File: src/rtl/alu_seq_pkg.sv
// Shared definitions for the ALU request sequencer: op encodings, FSM state type
// and the default datapath width.
package alu_seq_pkg;

  localparam int unsigned DEFAULT_WIDTH = 8;

  localparam logic [1:0] OP_ADD = 2'b00;
  localparam logic [1:0] OP_SUB = 2'b01;
  localparam logic [1:0] OP_CMP = 2'b10;
  localparam logic [1:0] OP_ILL = 2'b11;

  typedef enum logic [1:0] {
    StIdle,
    StSetup,
    StExec,
    StResp
  } alu_seq_state_t;

  // CMP runs the ALU as a subtract; only the returned data differs.
  function automatic logic op_is_sub(input logic [1:0] op);
    return (op == OP_SUB) || (op == OP_CMP);
  endfunction

endpackage

File: src/rtl/flag_reg.sv
// Two-bit carry/zero flags register with async active-low clear and load enable.
module flag_reg (
  input  logic       clk,
  input  logic       clr_n,
  input  logic       load,
  input  logic [1:0] flags_in,
  output logic [1:0] flags
);

  logic [1:0] flags_d, flags_q;

  always_comb begin
    flags_d = flags_q;
    if (load) flags_d = flags_in;
  end

  always_ff @(posedge clk or negedge clr_n) begin
    if (!clr_n) flags_q <= '0;
    else        flags_q <= flags_d;
  end

  assign flags = flags_q;

endmodule

File: src/rtl/alu_seq.sv
// ALU request sequencer: accepts ops over valid/ready, drives the ALU through a
// setup/enable sequence, captures result and flags, returns them over valid/ready.
module alu_seq
  import alu_seq_pkg::*;
#(
  parameter int unsigned WIDTH = DEFAULT_WIDTH
) (
  input  logic             clk,
  input  logic             clr_n,
  input  logic             req_valid,
  output logic             req_ready,
  input  logic [1:0]       req_op,
  input  logic [WIDTH-1:0] req_a,
  input  logic [WIDTH-1:0] req_b,
  output logic             rsp_valid,
  input  logic             rsp_ready,
  output logic [WIDTH-1:0] rsp_data,
  output logic             rsp_cf,
  output logic             rsp_zf,
  output logic             rsp_err,
  output logic             flag_c,
  output logic             flag_z,
  output logic [WIDTH-1:0] alu_a,
  output logic [WIDTH-1:0] alu_b,
  output logic             alu_sub,
  output logic             alu_sumout,
  input  logic [WIDTH-1:0] alu_out,
  input  logic             alu_cf,
  input  logic             alu_zf
);

  alu_seq_state_t state_d, state_q;

  logic [1:0]       op_d, op_q;
  logic [WIDTH-1:0] a_d, a_q;
  logic [WIDTH-1:0] b_d, b_q;
  logic [WIDTH-1:0] rsp_data_d, rsp_data_q;
  logic             rsp_cf_d, rsp_cf_q;
  logic             rsp_zf_d, rsp_zf_q;
  logic             rsp_err_d, rsp_err_q;
  logic             accept;
  logic             busy;
  logic             flag_load;
  logic [1:0]       flags;

  // State register
  always_ff @(posedge clk or negedge clr_n) begin
    if (!clr_n) state_q <= StIdle;
    else        state_q <= state_d;
  end

  // Next-state logic
  always_comb begin
    state_d = state_q;
    unique case (state_q)
      StIdle:  if (req_valid) state_d = (req_op == OP_ILL) ? StResp : StSetup;
      StSetup: state_d = StExec;
      StExec:  state_d = StResp;
      StResp:  if (rsp_ready) state_d = StIdle;
      default: state_d = StIdle;
    endcase
  end

  // Outputs decoded from the current state; alu_sumout falls with the async reset.
  always_comb begin
    req_ready  = (state_q == StIdle);
    rsp_valid  = (state_q == StResp);
    busy       = (state_q == StSetup) || (state_q == StExec);
    accept     = req_ready && req_valid;
    flag_load  = (state_q == StExec);
    alu_sumout = (state_q == StExec);
    alu_a      = busy ? a_q : '0;
    alu_b      = busy ? b_q : '0;
    alu_sub    = busy && op_is_sub(op_q);
  end

  always_comb begin
    op_d       = op_q;
    a_d        = a_q;
    b_d        = b_q;
    rsp_data_d = rsp_data_q;
    rsp_cf_d   = rsp_cf_q;
    rsp_zf_d   = rsp_zf_q;
    rsp_err_d  = rsp_err_q;
    if (accept) begin
      op_d = req_op;
      a_d  = req_a;
      b_d  = req_b;
      if (req_op == OP_ILL) begin
        rsp_data_d = '0;
        rsp_cf_d   = 1'b0;
        rsp_zf_d   = 1'b0;
        rsp_err_d  = 1'b1;
      end
    end
    if (state_q == StExec) begin
      rsp_data_d = (op_q == OP_CMP) ? a_q : alu_out;
      rsp_cf_d   = alu_cf;
      rsp_zf_d   = alu_zf;
      rsp_err_d  = 1'b0;
    end
  end

  always_ff @(posedge clk or negedge clr_n) begin
    if (!clr_n) begin
      op_q       <= OP_ADD;
      a_q        <= '0;
      b_q        <= '0;
      rsp_data_q <= '0;
      rsp_cf_q   <= 1'b0;
      rsp_zf_q   <= 1'b0;
      rsp_err_q  <= 1'b0;
    end else begin
      op_q       <= op_d;
      a_q        <= a_d;
      b_q        <= b_d;
      rsp_data_q <= rsp_data_d;
      rsp_cf_q   <= rsp_cf_d;
      rsp_zf_q   <= rsp_zf_d;
      rsp_err_q  <= rsp_err_d;
    end
  end

  assign rsp_data = rsp_data_q;
  assign rsp_cf   = rsp_cf_q;
  assign rsp_zf   = rsp_zf_q;
  assign rsp_err  = rsp_err_q;

  flag_reg u_flag_reg (
    .clk      (clk),
    .clr_n    (clr_n),
    .load     (flag_load),
    .flags_in ({alu_cf, alu_zf}),
    .flags    (flags)
  );

  assign flag_c = flags[1];
  assign flag_z = flags[0];

endmodule
File: config.mk
export PLATFORM = sky130hd
export DESIGN_NAME = alu_seq
export DESIGN_NICKNAME = d
export VERILOG_FILES = /design/src/rtl/alu_seq_pkg.sv /design/src/rtl/flag_reg.sv /design/src/rtl/alu_seq.sv
export SDC_FILE = /design/constraint.sdc
export NUM_CORES = 1
export LEC_CHECK = 0
export CORE_UTILIZATION = 47
export CTS_BUF_LIST = sky130_fd_sc_hd__clkbuf_2
export DETAILED_ROUTE_END_ITERATION = 10
export GPL_TIMING_DRIVEN = 0
export PLACE_DENSITY_LB_ADDON = 0.2
export SYNTH_ARGS = -nofsm -noshare
export SYNTH_HDL_FRONTEND = slang
export SYNTH_HIERARCHICAL = 1
export SYNTH_SLANG_ARGS = --single-unit
File: constraint.sdc
create_clock -name clk -period 3.3 [get_ports clk]
set_clock_uncertainty 0.05 [all_clocks]
set_input_delay 0.99 -clock clk [delete_from_list [all_inputs] [get_ports clk]]
set_output_delay 0.99 -clock clk [all_outputs]
set_load 0.02 [all_outputs]
==> results.ini <==
[cells_and_area]
drive_above_1_share = 0.239
mostFrequentLayoutCell = clkdlybuf4s50_1
final_cell_mix = clkdlybuf4s50_1, dfrtp_1, mux2_2, and2_1
fin_nets = 220
antenna_cells = 0
final_area_sq_mm = 0.00231
syn_to_final_growth_pct = 48.7

[global_routing]
antenna_found_initial = 0
grt_pass1_wl_mm = 5.71
grt_max_degree = 34
overflow = 0
use_met1 = 0.273
grt_most_used_layer = met2
grt_pass1_vias = 1201
grt_use_met3 = 0.0786
use_met2 = 0.387
grtUsageTotal = 0.230

[placement]
dpl.hpwl_mm = 2.67
place_area_sq_mm = 0.00224
io_buffer_count = 64
gp_congestion = 0.798

[routing]
totalWireLength_mm = 3.66
viasPerCell = 5.07
ant_nets = 0
wire_per_inst_um = 16.1
dr.first_iter.drc_count = 27
vias = 1157
drc = 0
dr.pass1.iters = 4

[cts]
clockBufferDepth = 2
cts_tree = yes
clock_latency_ns = 0.37
clock-sinks = 33
numCtsBuffers = 5
clk_pin_slew_ns = 0.15
htreeDepth = 2
cts_root_buffer = clkbuf_2

[power]
p_int_mw = 1.52
seqPwrFrac = 0.288
p_per_area_mw_per_mm2 = 1090
irDropWorstVdd_mv = 0.649
p_total_mw = 2.53
switching_power_mw = 1.01
p_clk_frac = 0.070
netSwitchingFraction = 0.398
p_comb_frac = 0.642
cellLeakagePower_nw = 1.14

[synth]
ys_ff_latch = 33
syn_area_sq_mm = 0.00155
synth_cell_type_count = 20
synth-warning-count = 6
ys_seq_area_frac = 0.532
synth_nets = 148
netlist_instances = 112
synth.avg_cell_area_sq_um = 13.9

[hold_path]
hold_path_class = register to register
min-delay-start = b_q[5]

[worst_setup_path]
crit_path_end = alu_sub
arrival_ns = 2.05
slowest_delay_ns = 0.60
critPathMaxFanout = 8
critPathSlowestCell = clkdlybuf4s50_1
r2r_slack_ns = 1.55
rr_endpoint = rsp_data[5]
worst-path-stages = 5
cp-end-kind = primary output
crit_path_start = state_q[0]
reg2reg_depth = 4
cp-start-kind = register
critPathBufInv = 3
path_cells = inv_1 > ha_2 > inv_1 > nor2_1 > clkdlybuf4s50_1
cpLargestDelayFamily = buffers and inverters
critPathKind = register to primary output
required_ns = 2.26
r2r_start = state_q[1]
crit_path_frequent_cell = inv_1

[floorplanning]
die_w_um = 59.5
io_pins = 65
core_area_sq_mm = 0.00310
rows = 20
initial_core_util = 0.500
die_area_sq_mm = 0.00354
chipHeight_um = 59.5

[timing]
slew_headroom = 0.528
rsz0062_at_grt = no
hold_viol_final = 0
period_share = 0.936
fin_crit_ns = 3.09
setup_viol = 0
worstMarginPinSlew_ns = 0.708
fmax_mhz = 324
slew_viol_final = 0
fin_tns_setup_ns = 0

[flow_run]
max-cap-violations = 0

[run_status]
status = finished, final reports clean

## worst min path at each step
stage                   to  slack, ns  cells past startpoint
floorplan           b_q[0]       0.42                      1
global placement    b_q[4]       0.43                      1
detailed placement  rsp_cf       0.44                      1
CTS                 b_q[5]       0.47                      1
global route        rsp_cf       0.48                      1
finish              b_q[5]       0.47                      1
## worst register-to-register path, delay by kind of cell, from the launching register on
family | cells | cell delay [ns]
AO/OA/AOI/OAI | 2 | 0.79
adder cells (fa/ha/maj) | 1 | 0.28
buffers and inverters | 1 | 0.15
flip-flops | 1 | 0.43
## final cells by class
cell class	count	area, sq um
inverter	5	18.8
timing repair buffer	65	661
tap	44	55.1
fill	254	795
clock buffer	6	30.0
buffer	5	35.0
multi-input combinational	69	679
clock inverter	1	3.75
sequential	33	826
## repair_timing
action / in CTS / in global routing
hold buffers: 0 / 0
resized for setup: 4 / 10
buffers inserted: 0 / 1
endpoints found under the setup margin: 10 / 8
## cells by family (layout without fill, tap and decap cells)
group           Yosys count  count (layout)  synth area share
compound gates           15              15            0.0854
simple gates             21              21            0.0838
mux                      29              29             0.234
fa+ha+maj                 4               4            0.0322
flops                    33              33             0.532
buf+inv                  10              82            0.0322
## per-stage QoR
stage | utilization | hold WS (ns) | worst slack, ns | cells
after floorplan | - | 0.421 | 1.06 | 112
after global placement | 0.725 | 0.429 | 0.336 | 220
after detailed placement | 0.723 | 0.436 | 0.273 | 220
after CTS | 0.734 | 0.473 | 0.00105 | 227
after global routing | 0.744 | 0.483 | 0.106 | 228
final | 0.744 | 0.469 | 0.211 | 228
## synth_stat cells (all sizes together)
library cell  instances  area [sq um]
o32a                  1          10.0
dfrtp                33           826
nand2                 1          11.3
clkbuf                3          12.5
nand3                 1          5.00
a21oi                 1          5.00
o21ai                 1          5.00
ha                    4          50.1
a22o                 10          87.6
nor2                  2          7.51
nor2b                 1          6.26
and2                 16           100
mux2                 29           364
inv                   5          18.8
buf                   2          18.8
a41oi                 2          25.0
## registers in the layout, summed over array words and instances (netlist names)
register,cells
rsp_data,8
rsp_err,1
state_q,2
op_q,2
b_q,8
u_flag_reg/flags,2
rsp_zf,1
rsp_cf,1
a_q,8
## power groups by stage
stage               Sequential [mW]  Clock, mW  Combinational, mW
global route                  0.749      0.201               1.73
CTS                           0.729      0.184               1.64
finish                        0.726      0.178               1.62
detailed placement            0.736          0               1.64
floorplan                     0.795          0              0.886
global placement              0.718          0               1.60
## metal layers
layer / routed length, um / up-vias
met5: 0 / -
met4: 52 / 0
met3: 269 / 6
met2: 1840 / 43
met1: 1500 / 570
li1: - / 538
Note: power is estimated with default switching activity, not from simulation.
